[src/rtl/wb_intercon_decoder.sv]
// Single-master Wishbone address decoder / response mux with a per-transfer bus watchdog.
// Latency: request edge 0 -> slave strobe after edge 0; slave response at edge k -> master termination after edge k+1.
// Backpressure: m_stall_o high from acceptance through the termination cycle; slave stall holds the strobe.
module wb_intercon_decoder #(
    parameter int          NUM_SLAVES  = 4,
    parameter logic [19:0] REGION_BASE = 20'h00000,
    parameter int          TIMEOUT     = 255
) (
    input  logic                       wb_clk_i,
    input  logic                       wb_reset_i,
    // master side
    input  logic                       m_cyc_i,
    input  logic                       m_stb_i,
    input  logic                       m_we_i,
    input  logic [31:0]                m_addr_i,
    input  logic [15:0]                m_data_i,
    input  logic [1:0]                 m_sel_i,
    output logic [15:0]                m_data_o,
    output logic                       m_ack_o,
    output logic                       m_err_o,
    output logic                       m_rty_o,
    output logic                       m_stall_o,
    // slave side
    output logic [NUM_SLAVES-1:0]      s_cyc_o,
    output logic [NUM_SLAVES-1:0]      s_stb_o,
    output logic                       s_we_o,
    output logic [31:0]                s_addr_o,
    output logic [15:0]                s_data_o,
    output logic [1:0]                 s_sel_o,
    input  logic [16*NUM_SLAVES-1:0]   s_data_i,
    input  logic [NUM_SLAVES-1:0]      s_ack_i,
    input  logic [NUM_SLAVES-1:0]      s_err_i,
    input  logic [NUM_SLAVES-1:0]      s_rty_i,
    input  logic [NUM_SLAVES-1:0]      s_stall_i
);

    typedef enum logic [1:0] {
        IDLE = 2'd0,
        REQ  = 2'd1,
        WAIT = 2'd2,
        RESP = 2'd3
    } state_t;

    // Termination kind carried from the slave phase into the RESP cycle.
    typedef enum logic [1:0] {
        RSP_ACK = 2'd0,
        RSP_ERR = 2'd1,
        RSP_RTY = 2'd2
    } rsp_t;

    state_t                  state_q, state_d;
    rsp_t                    rsp_q, rsp_d;
    logic [3:0]              idx_q, idx_d;
    logic [31:0]             addr_q, addr_d;
    logic [15:0]             wdat_q, wdat_d;
    logic                    we_q, we_d;
    logic [1:0]              sel_q, sel_d;
    logic [NUM_SLAVES-1:0]   cyc_q, cyc_d;
    logic [NUM_SLAVES-1:0]   stb_q, stb_d;
    logic [15:0]             rdat_q, rdat_d;
    logic                    ack_q, ack_d;
    logic                    err_q, err_d;
    logic                    rty_q, rty_d;
    logic                    stall_q, stall_d;
    logic [15:0]             wdog_q, wdog_d;

    logic [NUM_SLAVES-1:0]   req_onehot;
    logic                    req_mapped;
    logic                    sel_ack;
    logic                    sel_err;
    logic                    sel_rty;
    logic                    sel_stall;
    logic [15:0]             sel_rdat;

    // Address decode: an index beyond the populated slaves yields an all-zero one-hot, i.e. unmapped.
    always_comb begin
        req_onehot = '0;
        for (int k = 0; k < NUM_SLAVES; k++) begin
            if (m_addr_i[11:8] == 4'(k)) begin
                req_onehot[k] = 1'b1;
            end
        end
        req_mapped = (m_addr_i[31:12] == REGION_BASE) && (req_onehot != '0);
    end

    // Pick out the addressed slave's response; every other slave is ignored.
    always_comb begin
        sel_ack   = 1'b0;
        sel_err   = 1'b0;
        sel_rty   = 1'b0;
        sel_stall = 1'b0;
        sel_rdat  = '0;
        for (int k = 0; k < NUM_SLAVES; k++) begin
            if (idx_q == 4'(k)) begin
                sel_ack   = s_ack_i[k];
                sel_err   = s_err_i[k];
                sel_rty   = s_rty_i[k];
                sel_stall = s_stall_i[k];
                sel_rdat  = s_data_i[16*k +: 16];
            end
        end
    end

    // Next-state and next-output logic; everything holds unless a branch says otherwise.
    always_comb begin
        state_d = state_q;
        rsp_d   = rsp_q;
        idx_d   = idx_q;
        addr_d  = addr_q;
        wdat_d  = wdat_q;
        we_d    = we_q;
        sel_d   = sel_q;
        cyc_d   = cyc_q;
        stb_d   = stb_q;
        rdat_d  = rdat_q;
        stall_d = stall_q;
        wdog_d  = wdog_q;
        ack_d   = 1'b0;
        err_d   = 1'b0;
        rty_d   = 1'b0;

        case (state_q)
            IDLE: begin
                if (stall_q) begin
                    // Termination cycle: the master still shows the finished request, so don't re-accept it.
                    stall_d = 1'b0;
                end else if (m_cyc_i && m_stb_i) begin
                    idx_d   = m_addr_i[11:8];
                    addr_d  = m_addr_i;
                    wdat_d  = m_data_i;
                    we_d    = m_we_i;
                    sel_d   = m_sel_i;
                    stall_d = 1'b1;
                    if (req_mapped) begin
                        cyc_d   = req_onehot;
                        stb_d   = req_onehot;
                        wdog_d  = 16'd1;
                        state_d = REQ;
                    end else begin
                        rsp_d   = RSP_ERR;
                        state_d = RESP;
                    end
                end
            end

            REQ, WAIT: begin
                if (!m_cyc_i) begin
                    // Master abort: release the slave silently, any later response is ignored.
                    cyc_d   = '0;
                    stb_d   = '0;
                    stall_d = 1'b0;
                    wdog_d  = '0;
                    state_d = IDLE;
                end else if (sel_err || sel_rty || sel_ack) begin
                    cyc_d   = '0;
                    stb_d   = '0;
                    wdog_d  = '0;
                    state_d = RESP;
                    if (sel_err) begin
                        rsp_d = RSP_ERR;
                    end else if (sel_rty) begin
                        rsp_d = RSP_RTY;
                    end else begin
                        rsp_d = RSP_ACK;
                        if (!we_q) begin
                            rdat_d = sel_rdat;
                        end
                    end
                end else if (wdog_q == 16'(TIMEOUT)) begin
                    cyc_d   = '0;
                    stb_d   = '0;
                    wdog_d  = '0;
                    rsp_d   = RSP_ERR;
                    state_d = RESP;
                end else begin
                    wdog_d = wdog_q + 16'd1;
                    if (state_q == REQ && !sel_stall) begin
                        stb_d   = '0;
                        state_d = WAIT;
                    end
                end
            end

            RESP: begin
                ack_d   = (rsp_q == RSP_ACK);
                err_d   = (rsp_q == RSP_ERR);
                rty_d   = (rsp_q == RSP_RTY);
                state_d = IDLE;
            end

            default: begin
                state_d = IDLE;
            end
        endcase
    end

    // State and output registers with synchronous reset.
    always_ff @(posedge wb_clk_i) begin
        if (wb_reset_i) begin
            state_q <= IDLE;
            rsp_q   <= RSP_ACK;
            idx_q   <= '0;
            addr_q  <= '0;
            wdat_q  <= '0;
            we_q    <= 1'b0;
            sel_q   <= '0;
            cyc_q   <= '0;
            stb_q   <= '0;
            rdat_q  <= '0;
            ack_q   <= 1'b0;
            err_q   <= 1'b0;
            rty_q   <= 1'b0;
            stall_q <= 1'b0;
            wdog_q  <= '0;
        end else begin
            state_q <= state_d;
            rsp_q   <= rsp_d;
            idx_q   <= idx_d;
            addr_q  <= addr_d;
            wdat_q  <= wdat_d;
            we_q    <= we_d;
            sel_q   <= sel_d;
            cyc_q   <= cyc_d;
            stb_q   <= stb_d;
            rdat_q  <= rdat_d;
            ack_q   <= ack_d;
            err_q   <= err_d;
            rty_q   <= rty_d;
            stall_q <= stall_d;
            wdog_q  <= wdog_d;
        end
    end

    assign m_data_o  = rdat_q;
    assign m_ack_o   = ack_q;
    assign m_err_o   = err_q;
    assign m_rty_o   = rty_q;
    assign m_stall_o = stall_q;
    assign s_cyc_o   = cyc_q;
    assign s_stb_o   = stb_q;
    assign s_we_o    = we_q;
    assign s_addr_o  = addr_q;
    assign s_data_o  = wdat_q;
    assign s_sel_o   = sel_q;

endmodule

[config.mk]
export PLATFORM = sky130hd
export DESIGN_NAME = wb_intercon_decoder
export DESIGN_NICKNAME = d
export VERILOG_FILES = /design/src/rtl/wb_intercon_decoder.sv
export SDC_FILE = /design/constraint.sdc
export NUM_CORES = 1
export LEC_CHECK = 0
export ABC_AREA = 1
export BUFFER_PORTS_ARGS = -buffer_cell sky130_fd_sc_hd__buf_4
export CORE_ASPECT_RATIO = 0.8
export CORE_MARGIN = 3
export CORE_UTILIZATION = 30
export CTS_CLUSTER_SIZE = 16
export DETAILED_ROUTE_END_ITERATION = 8
export PLACE_DENSITY_LB_ADDON = 0.12
export SETUP_SLACK_MARGIN = 0.4
export SLEW_MARGIN = 20
export SYNTH_ARGS = -nofsm -noshare
export SYNTH_HDL_FRONTEND = slang
export SYNTH_SLANG_ARGS = --single-unit
export TNS_END_PERCENT = 20
[constraint.sdc]
create_clock -name wb_clk_i -period 2.2 [get_ports wb_clk_i]
set_clock_uncertainty 0.05 [all_clocks]
set_input_delay 0.22 -clock wb_clk_i [delete_from_list [all_inputs] [get_ports wb_clk_i]]
set_output_delay 0.22 -clock wb_clk_i [all_outputs]
set_load 0.05 [all_outputs]
Word level (Yosys, flattened, before mapping)
Cells that the tools add are included.
Word-level totals
  output and inout port bits: 79
  memories kept: 0
  input bits: 135
  bits in latches: 0
  register bits: 103
  ROM bits: 0
  bits in writable memories: 0
  logic and storage cells: 129
Cells by class
  multiply operators: 0
  reductions and logical operators: 23
  mux-type cells: 64
  $lt $le $gt $ge: 0
  bitwise gates (word level): 5
  eq/ne operators: 21
  add/sub/neg operators: 1
  divide/modulo/power cells: 0
  shifts and indexed selects: 0
Operators by type and width (count)
  $mux 16: 10
  $mux 4: 10
  $pmux 16 s2: 1
  $mux 2: 15
  $mux 1: 23
  $logic_not 20->1: 1
  $add 16x1->16 const B: 1
  $eq 16x8->1 const B: 1
  $eq 4x2->1 const B: 4
  $pmux 4 s2: 2
  $ne 2x2->1 const B: 6
  $reduce_and 6->1: 2
  $reduce_and 5->1: 2
  $eq 4x1->1 const B: 2
  $logic_not 4->1: 2
  $eq 2x2->1 const B: 3
  $pmux 2 s3: 1
  $reduce_and 3->1: 2
  $ne 5x5->1 const B: 1
  $not 1->1: 5
  $eq 2x1->1 const B: 2
  $logic_not 2->1: 2
  $ne 4x4->1 const B: 1
  $pmux 2 s2: 1
  other kinds (10): 14

Depth between registers and ports, before layout
Gate-level depths: netlist of the first run.
  word-level depth: 12
  depth in mapped cells: 15
  depth with buffers taken out: 14

Worst setup path after synthesis of the first run
No wires, ideal clock.
  path kind: reg-to-reg
  start point: register idx_q[2]
  end point: register cyc_q[0] (netlist: s_cyc_o[0])
  cell stages (with the launch flop): 13
  period minus slack after synthesis: 1952 ps
  slack: 248 ps
  data arrival time: 1790 ps
  setup time: 111 ps
  path buffers: 1
  data required time: 2039 ps
  path through: dfxtp_1 > nor2_4 > buf_6 > nand3_2 > nand4_4 > nor2_8 > nand3_4 > inv_4 > nand2_4 > nand2_8 > inv_4 > nor2_2 > nor2_2
On the way
  cells in the longest elaborated chain, start to end: 10
  elaborated cells between the ends (all ways): 23
  those cells by class: eq/ne (4); mux (15); reduce/logical (4)
Ends and longest elaborated chain
  start: declaration: RTL line 53  | logic [3:0] idx_q, idx_d;
  start signal: assignment: RTL line 218  | idx_q <= idx_d;
  $logic_not 4->1: RTL line 94  | if (idx_q == 4'(k)) begin
  $mux 1 (4 in series): RTL line 94
  $logic_or 1x1->1: RTL line 154  | end else if (sel_err || sel_rty || sel_ack) begin
  $logic_or 1x1->1 (*): RTL line 154
  $mux 4: RTL line 154
  $mux 4: RTL line 147  | if (!m_cyc_i) begin
  $pmux 4 s2: RTL line 122  | case (state_q)
  end signal: assignment: RTL line 223  | cyc_q <= cyc_d;
  end: declaration: RTL line 58  | logic [NUM_SLAVES-1:0] cyc_q, cyc_d;
Every way passes the cells marked *; elsewhere a longest branch is shown, timed or not.
A chain may end at the register's enable or synchronous reset.

Final worst setup path of the first run
  start point: register idx_q[2]
  end point: register state_q[1]
On the way
  cells in the longest elaborated chain, start to end: 10
  elaborated cells between the ends (all ways): 29
  those cells by class: eq/ne (4); mux (19); reduce/logical (6)
Ends and longest elaborated chain
  $logic_not 4->1: RTL line 94
  $mux 1 (4 in series): RTL line 94
  $logic_or 1x1->1 (2 in series): RTL line 154
  $mux 2: RTL line 154
  $mux 2: RTL line 147
  $pmux 2 s3: RTL line 122
  end signal: assignment: RTL line 216  | state_q <= state_d;
  end: declaration: RTL line 51  | state_t state_q, state_d;
Several ways; a longest one is shown, not always the timed one.

==> impl_results.md, run 1 <==
* Summed instance area of the synthesized netlist at 5080 sq um
* Via count of the first global-routing pass at 4834
* GRT Util Overall at 0.177
* Detailed-route wire length at 16900 um
* Clock insertion delay at the later pin of the skew report at 0.35 ns
* Count of mapped cells out of synthesis at 697
* Final Slew Violations at 0
* Tcrit/Tclk final at 0.806
* Average wire per cell in the routed design at 14.8 um
* Main flop type after synthesis: sky130_fd_sc_hd__dfxtp_1
* Period minus WS final at 1.77 ns
* Peak VDD IR at 0.519 mV
* Relative slew margins at 0.738
* DRT Pass-1 Iters at 5
* Count of maximum capacitance violations at 0
* Multi-input gate area in the final layout at 2840 sq um
* Commonest cells after routing, fill and taps aside: 239 x sky130_fd_sc_hd__buf_4, 169 x sky130_fd_sc_hd__nor2_1, 94 x sky130_fd_sc_hd__dfxtp_1, 76 x sky130_fd_sc_hd__nand3_1, 67 x sky130_fd_sc_hd__nand2_1
* Hold bufs inserted after CTS at 0
* TritonCTS clock tree: built
* Commonest non-fill, non-tap cell in the layout: sky130_fd_sc_hd__buf_4
* Cells on worst reg2reg path at 12
* Clock buffer depth at 2
* Drt initial violations at 218
* Kind of end point of the critical path: flip-flop
* Last weighted congestion value of the routability-driven placer at 0.828
* Pin count of the biggest net entering global routing at 50
* Status: complete, no violations
* Clock buffer count from CTS at 9
* Avg Inst Size Synth at 7.29 sq um
* Area of the die at 18500 sq um
* Effective utilization at floorplan at 0.314
* Chip width at 152 um
* Count of inserted antenna diode cells at 0
* Worst path depth at 12
* Post-layout net count at 1059
* Most Frequent Cell on Critical Path: sky130_fd_sc_hd__nor2_4
* Remaining number of nets flagged by the antenna check after routing at 0
* Slowest cell on crit path: sky130_fd_sc_hd__dfxtp_4
* CTS H-tree lvls at 3
* Number of enable-type register cells in the synthesized netlist at 0
* YS warnings at 0
* Element type at the critical path start: flip-flop
* Remaining global-route overflow at 0
* Type of the setup path with the least slack: reg2reg
* Sink count of the clock tree at 99
* PnR worst setup slack at 0.428 ns
* Setup slack of the worst register-to-register path at 0.43 ns
* Buffers on Ports at 213
* Setup Slack @ Placement at 0.285 ns
* Data required time of the worst path at 2.41 ns
* Static leakage at 3.44 nW
* Highest clock rate at 0.564 GHz
* Io pins at 214
* Least-Margin Pin Slew at 0.393 ns
* Power density cells at 1080 nW/um^2
* Root Driver: sky130_fd_sc_hd__clkbuf_16
* Clock-pin slew on the worst setup and hold paths at 0.08 ns
* Number of distinct library cells after synthesis at 41
* HP Class: in2reg
* Maximum cell stage delay along the critical path at 0.38 ns
* Post-synth net total at 836
* Count of cells along the worst hold path at 3
* Worst-path maximum fanout at 6
* Post-synthesis sequential area ratio at 0.390
* Share of layout cells above drive strength 1 at 0.382
* Global-route wire length before repair at 25600 um
* Data arrival, critical path at 1.98 ns
* Crit Reg-Reg Startpoint: idx_q[2]
* Final setup vio count at 0
* Placement Rows at 41
* Vias per Instance at 4.63
* Hold Startpoint: m_data_i[4]
* Via count at 5281
* Worst-case hold path end point: s_data_o[4]
* Accumulated negative setup slack at 0 ns
* Count of fill cells added during filler insertion at 1702
* Area of all sequential standard cells at 2000 sq um
* Critical path, cell by cell: nor2_4, buf_6, nand3_4, nand3_4, nor2_4, nand2_2, nor2_4, nand4_4, nand2_4, nand2_1, nand2_1, nor2_1
* Fin. Hold Viols at 0
* Number of synthesized register bits at 99
* Ys async rst share at 0
* Die Y-Extent at 122 um
* Worst R2R End: state_q[1]
* Area grow syn2layout at 49.3%
* Number of antenna violations at the first check in global routing at 0
* Cell family contributing the most delay on the critical path: simple AND/OR/NAND/NOR gates
* Core Box Area at 16200 sq um
* Total buffers and inverters traversed by the critical path at 1
* HPWL after detailed placement at 12300 um
* Drc violations at 0
* Setup repair after global routing missed its margin: true
-- stage by stage --
stage	total power, mW	hold WS (ns)	util	std cells	cell area [sq um]
global placement	6.25	0.394	0.427	1103	6900
detailed placement	6.25	0.397	0.427	1103	6900
finish	8.19	0.0306	0.470	1140	7590
floorplan	5.14	0.305	-	697	5090
global route	8.72	0.0156	0.470	1140	7590
CTS	8.02	0.0157	0.452	1125	7300
-- cell type report --
class	instances	area share
clock inverter	6	0.00726
multi-input combinational	506	0.374
inverter	57	0.0315
sequential	99	0.263
clock buffer	10	0.0315
tap	215	0.0355
timing repair buffer	247	0.257
-- cell usage after synthesis (7+ instances only) --
cell type | number | area share
sky130_fd_sc_hd__nand2_1 | 70 | 0.052
sky130_fd_sc_hd__a21oi_1 | 13 | 0.013
sky130_fd_sc_hd__nand4_1 | 21 | 0.026
sky130_fd_sc_hd__nor2_2 | 12 | 0.015
sky130_fd_sc_hd__nand3_1 | 80 | 0.079
sky130_fd_sc_hd__nand2_2 | 7 | 0.0086
sky130_fd_sc_hd__dfxtp_1 | 99 | 0.39
sky130_fd_sc_hd__a211oi_2 | 14 | 0.034
sky130_fd_sc_hd__buf_4 | 7 | 0.010
sky130_fd_sc_hd__clkbuf_1 | 21 | 0.016
sky130_fd_sc_hd__nor2_1 | 171 | 0.13
sky130_fd_sc_hd__nand3b_1 | 7 | 0.010
sky130_fd_sc_hd__inv_1 | 48 | 0.035
sky130_fd_sc_hd__o21ai_0 | 59 | 0.058
-- metal layers --
metal | part of all wire | track usage
met1 | 0.45 | 0.230
met2 | 0.44 | 0.274
met3 | 0.10 | 0.0779
met4 | 0.0090 | 0.0376
met5 | 0 | 0
-- where the power goes --
part / switching [mW] / internal, mW / leakage (nW) / total [mW]
sequential: 0.209 / 2.14 / 0.810 / 2.35
clock: 0.768 / 0.821 / 0.139 / 1.59
combinational: 2.75 / 1.50 / 2.49 / 4.25
-- worst reg2reg max path: stages, from the launching register on --
cell and delay (ns):
sky130_fd_sc_hd__dfxtp_4 0.38, sky130_fd_sc_hd__nor2_4 0.08, sky130_fd_sc_hd__buf_6 0.14, sky130_fd_sc_hd__nand3_4 0.10, sky130_fd_sc_hd__nand3_4 0.09, sky130_fd_sc_hd__nor2_4 0.13, sky130_fd_sc_hd__nand2_2 0.08, sky130_fd_sc_hd__nor2_4 0.17
sky130_fd_sc_hd__nand4_4 0.18, sky130_fd_sc_hd__nand2_4 0.13, sky130_fd_sc_hd__nand2_1 0.06, sky130_fd_sc_hd__nand2_1 0.06, sky130_fd_sc_hd__nor2_1 0.04
-- what timing repair did --
item / 4_1_cts / 5_1_grt
buffers inserted: 4 / 13
gates cloned: 2 / 2
setup endpoints to repair: 33 / 41
gates resized for setup: 9 / 36
pin swaps: 2 / 14
-- worst max-delay path by stage --
stage | slack, ns | from | endpoint
global placement | 0.31 | idx_q[2] | state_q[1]
CTS | 0.40 | s_addr_o[11] | s_cyc_o[0]
floorplan | 0.39 | m_stall_o | s_stb_o[0]
finish | 0.43 | idx_q[2] | state_q[1]
global route | 0.35 | idx_q[2] | state_q[1]
detailed placement | 0.28 | idx_q[2] | state_q[1]
-- registers in the layout, summed over array words and instances (netlist names), 3 cells and up --
| signal | count |
|---|---|
| idx_q | 3 |
| m_data_o | 16 |
| s_addr_o | 29 |
| s_cyc_o | 4 |
| s_data_o | 16 |
| s_stb_o | 4 |
| wdog_q | 16 |
-- logic make-up after synthesis --
family / share of synthesized area
buf+inv: 0.0850
flops: 0.390
xor+xnor: 0.0103
simple gates: 0.392
compound gates: 0.113
fa+ha+maj: 0.00985
Note: power is estimated with default switching activity, not from simulation.
==> run 2: changes to the inputs <==
ABC_AREA = 0   (was 1)
clock period = 1.7 ns   (was 2.2 ns; I/O delays follow)
==> run 2 against run 1 <==
The run now ends with negative setup slack left. Sequential power grew 14%. Power increased by 9.8%. Count of clock-buffer cells in the layout unchanged. Cell count is 13% lower. Die area shrank 9.0%.
==> impl_results.md, run 2 <==
* Status: finished with violations
* Violated checks: negative setup slack
* Cell type with the largest total area after synthesis: sky130_fd_sc_hd__dfxtp_1
* Setup repair after global routing missed its margin: true
* Clock network fraction of total power at 0.211
* Clock insertion delay at the later pin of the skew report at 0.35 ns
* Avg Inst Size Synth at 8.76 sq um
* Relative slew margins at 0.651
* Remaining number of nets flagged by the antenna check after routing at 0
* Placement Rows at 39
* Post-synth net total at 664
* Element type at the critical path start: flip-flop
* Accumulated negative setup slack at -10.90 ns
* DRT Pass-1 Iters at 5
* Design internal power at 5.62 mW
* Data arrival, critical path at 2.34 ns
* Count of inserted antenna diode cells at 0
* Remaining global-route overflow at 0
* Power density cells at 1160 nW/um^2
* Period minus WS final at 2.10 ns
* Type of the setup path with the least slack: reg2reg
* HPWL after detailed placement at 12300 um
* Commonest non-fill, non-tap cell in the layout: sky130_fd_sc_hd__buf_4
* Effective utilization at floorplan at 0.314
* Via count of the first global-routing pass at 4992
* Area fraction of the dominant cell type after synthesis at 0.431
* Io pins at 214
* Vias per Instance at 5.05
* Post-layout net count at 940
* Most frequent cell after synthesis: sky130_fd_sc_hd__nand2_1
* Chip width at 144 um
* Worst R2R End: s_stb_o[3]
* Count of maximum capacitance violations at 0
* Global-route wire length before repair at 25200 um
* Sequential Power Share at 0.298
* Detailed-route wire length at 16500 um
* Share of total power in combinational logic at 0.491
* Main flop type after synthesis: sky130_fd_sc_hd__dfxtp_1
* Cells on worst reg2reg path at 8
* Last weighted congestion value of the routability-driven placer at 0.805
* Ys async rst share at 0
* Summed instance area of the synthesized netlist at 4600 sq um
* Static leakage at 3.18 nW
* Clock buffer count from CTS at 9
* Tcrit/Tclk final at 1.23
* Setup Slack @ Placement at -0.567 ns
* CTS H-tree lvls at 3
* Peak VDD IR at 0.738 mV
* Area grow syn2layout at 68.6%
* Fin. Hold Viols at 0
* Data required time of the worst path at 1.94 ns
* Switching part of the total power at 0.375
* Kind of end point of the critical path: flip-flop
* Pin count of the biggest net entering global routing at 52
* Average wire per cell in the routed design at 16.7 um
* Top cells by area, synth: sky130_fd_sc_hd__dfxtp_1 43%, sky130_fd_sc_hd__nand2_1 11%, sky130_fd_sc_hd__mux4_2 9.8%, sky130_fd_sc_hd__a21oi_1 7.6%, sky130_fd_sc_hd__nand3_1 2.5%
* Least-Margin Pin Slew at 0.524 ns
* Post-synthesis sequential area ratio at 0.431
* Share of layout cells above drive strength 1 at 0.517
* Root Driver: sky130_fd_sc_hd__clkbuf_16
* GRT Util Overall at 0.189
* Worst setup path startpoint: state_q[1]
* HP Class: in2reg
* YS warnings at 0
* Worst hold-check slack at 0.0147 ns
* Commonest cells after routing, fill and taps aside: 282 x sky130_fd_sc_hd__buf_4, 130 x sky130_fd_sc_hd__nand2_1, 92 x sky130_fd_sc_hd__dfxtp_1, 65 x sky130_fd_sc_hd__a21oi_1, 23 x sky130_fd_sc_hd__nand3_1
* Setup crit end: s_stb_o[3]
* Number of synthesized register bits at 99
* TritonCTS clock tree: built
* Number of distinct library cells after synthesis at 55
* Crit Reg-Reg Startpoint: state_q[1]
* Final core utilization at 0.530
* Buffers on Ports at 213
* Number of enable-type register cells in the synthesized netlist at 0
* Sink count of the clock tree at 99
* Most common library cells after synthesis: 132 x sky130_fd_sc_hd__nand2_1, 99 x sky130_fd_sc_hd__dfxtp_1, 70 x sky130_fd_sc_hd__a21oi_1, 29 x sky130_fd_sc_hd__clkbuf_1, 23 x sky130_fd_sc_hd__nand3_1
* Via count at 4990
* PnR worst setup slack at -0.398 ns
* Clock-pin slew on the worst setup and hold paths at 0.07 ns
* Die Y-Extent at 117 um
* Clock buffer depth at 2
* Core Box Area at 14600 sq um
* Highest clock rate at 0.477 GHz
* Drt initial violations at 240
* Final setup vio count at 45
* Net switching power of the design at 3.38 mW
* Drc violations at 0
* Number of antenna violations at the first check in global routing at 0
* Setup slack of the worst register-to-register path at -0.40 ns
* Area of the die at 16900 sq um
* Worst-path maximum fanout at 8
* Final Slew Violations at 0
* Number of flip-flops in the largest register at 29
* Count of mapped cells out of synthesis at 525
## run 2: cell types whose count changed after synthesis, moves of 20 or more
cell / change
sky130_fd_sc_hd__nand3_1: -57
sky130_fd_sc_hd__mux4_2: +20
sky130_fd_sc_hd__inv_1: -41
sky130_fd_sc_hd__nand2_1: +62
sky130_fd_sc_hd__a21oi_1: +57
sky130_fd_sc_hd__nor2_1: -161
sky130_fd_sc_hd__o21ai_0: -47
## run 2: stage by stage
step / area [sq um] / power [mW] / std cells
floorplan: 4720 / 4.82 / 525
global placement: 7000 / 6.28 / 963
detailed placement: 7000 / 6.31 / 963
CTS: 7570 / 8.74 / 985
global route: 7760 / 9.47 / 989
finish: 7760 / 8.99 / 989
## run 2: layer usage
metal,up-vias,track usage,wire length (um)
met2,166,0.307,7600
met1,2351,0.240,7190
met3,16,0.0696,1530
met4,0,0.0497,204
li1,2457,-,-
met5,-,0,0
## run 2: kinds of logic after synthesis
group / after synthesis / synth area share
flops: 99 / 0.431
fa+ha+maj: 4 / 0.0109
compound gates: 132 / 0.184
mux: 21 / 0.100
simple gates: 225 / 0.234
buf+inv: 44 / 0.0400
## run 2: power groups by stage
stage / Combinational, mW / Clock, mW / Sequential, mW
after floorplan: 1.54 / 0 / 3.28
after global placement: 3.55 / 0 / 2.72
after detailed placement: 3.58 / 0 / 2.73
after CTS: 4.10 / 1.96 / 2.68
after global routing: 4.70 / 2.05 / 2.71
final: 4.42 / 1.89 / 2.68
## run 2: timing repair
action	in CTS	in global routing
endpoints found under the hold margin	0	0
cloned	2	0
pin swaps	35	13
hold buffers	0	0
buffers inserted	5	4
endpoints found under the setup margin	98	98
gates resized for setup	42	38
## run 2: how the worst min path moves through the flow
| stage | from | to | depth (start not counted) |
|---|---|---|---|
| 6_report | m_addr_i[4] | s_addr_o[4] | 3 |
| 5_1_grt | m_data_i[5] | s_data_o[5] | 3 |
| 4_1_cts | m_addr_i[3] | s_addr_o[3] | 3 |
| 3_5_place_dp | m_addr_i[3] | s_addr_o[3] | 3 |
| 3_3_place_gp | m_addr_i[1] | s_addr_o[1] | 3 |
| 2_1_floorplan | m_addr_i[10] | idx_q[2] | 2 |
## run 2: layout make-up
cell class	instances	area (sq um)
Tap cell	184	230
Timing Repair Buffer	302	2440
Sequential cell	99	2000
Clock buffer	10	239
Inverter	7	26.3
Multi-Input combinational cell	382	2790
Fill cell	1378	6880
Clock inverter	5	28.8
## run 2: critical path, cell delays in order (launching register included)
cell and delay, ns:
sky130_fd_sc_hd__dfxtp_2 0.33, sky130_fd_sc_hd__inv_2 0.07, sky130_fd_sc_hd__ha_4 0.12, sky130_fd_sc_hd__and4b_2 0.26
sky130_fd_sc_hd__nand4_4 0.09, sky130_fd_sc_hd__o21a_4 0.27, sky130_fd_sc_hd__buf_12 0.15, sky130_fd_sc_hd__or4bb_1 0.51
sky130_fd_sc_hd__a21bo_2 0.20
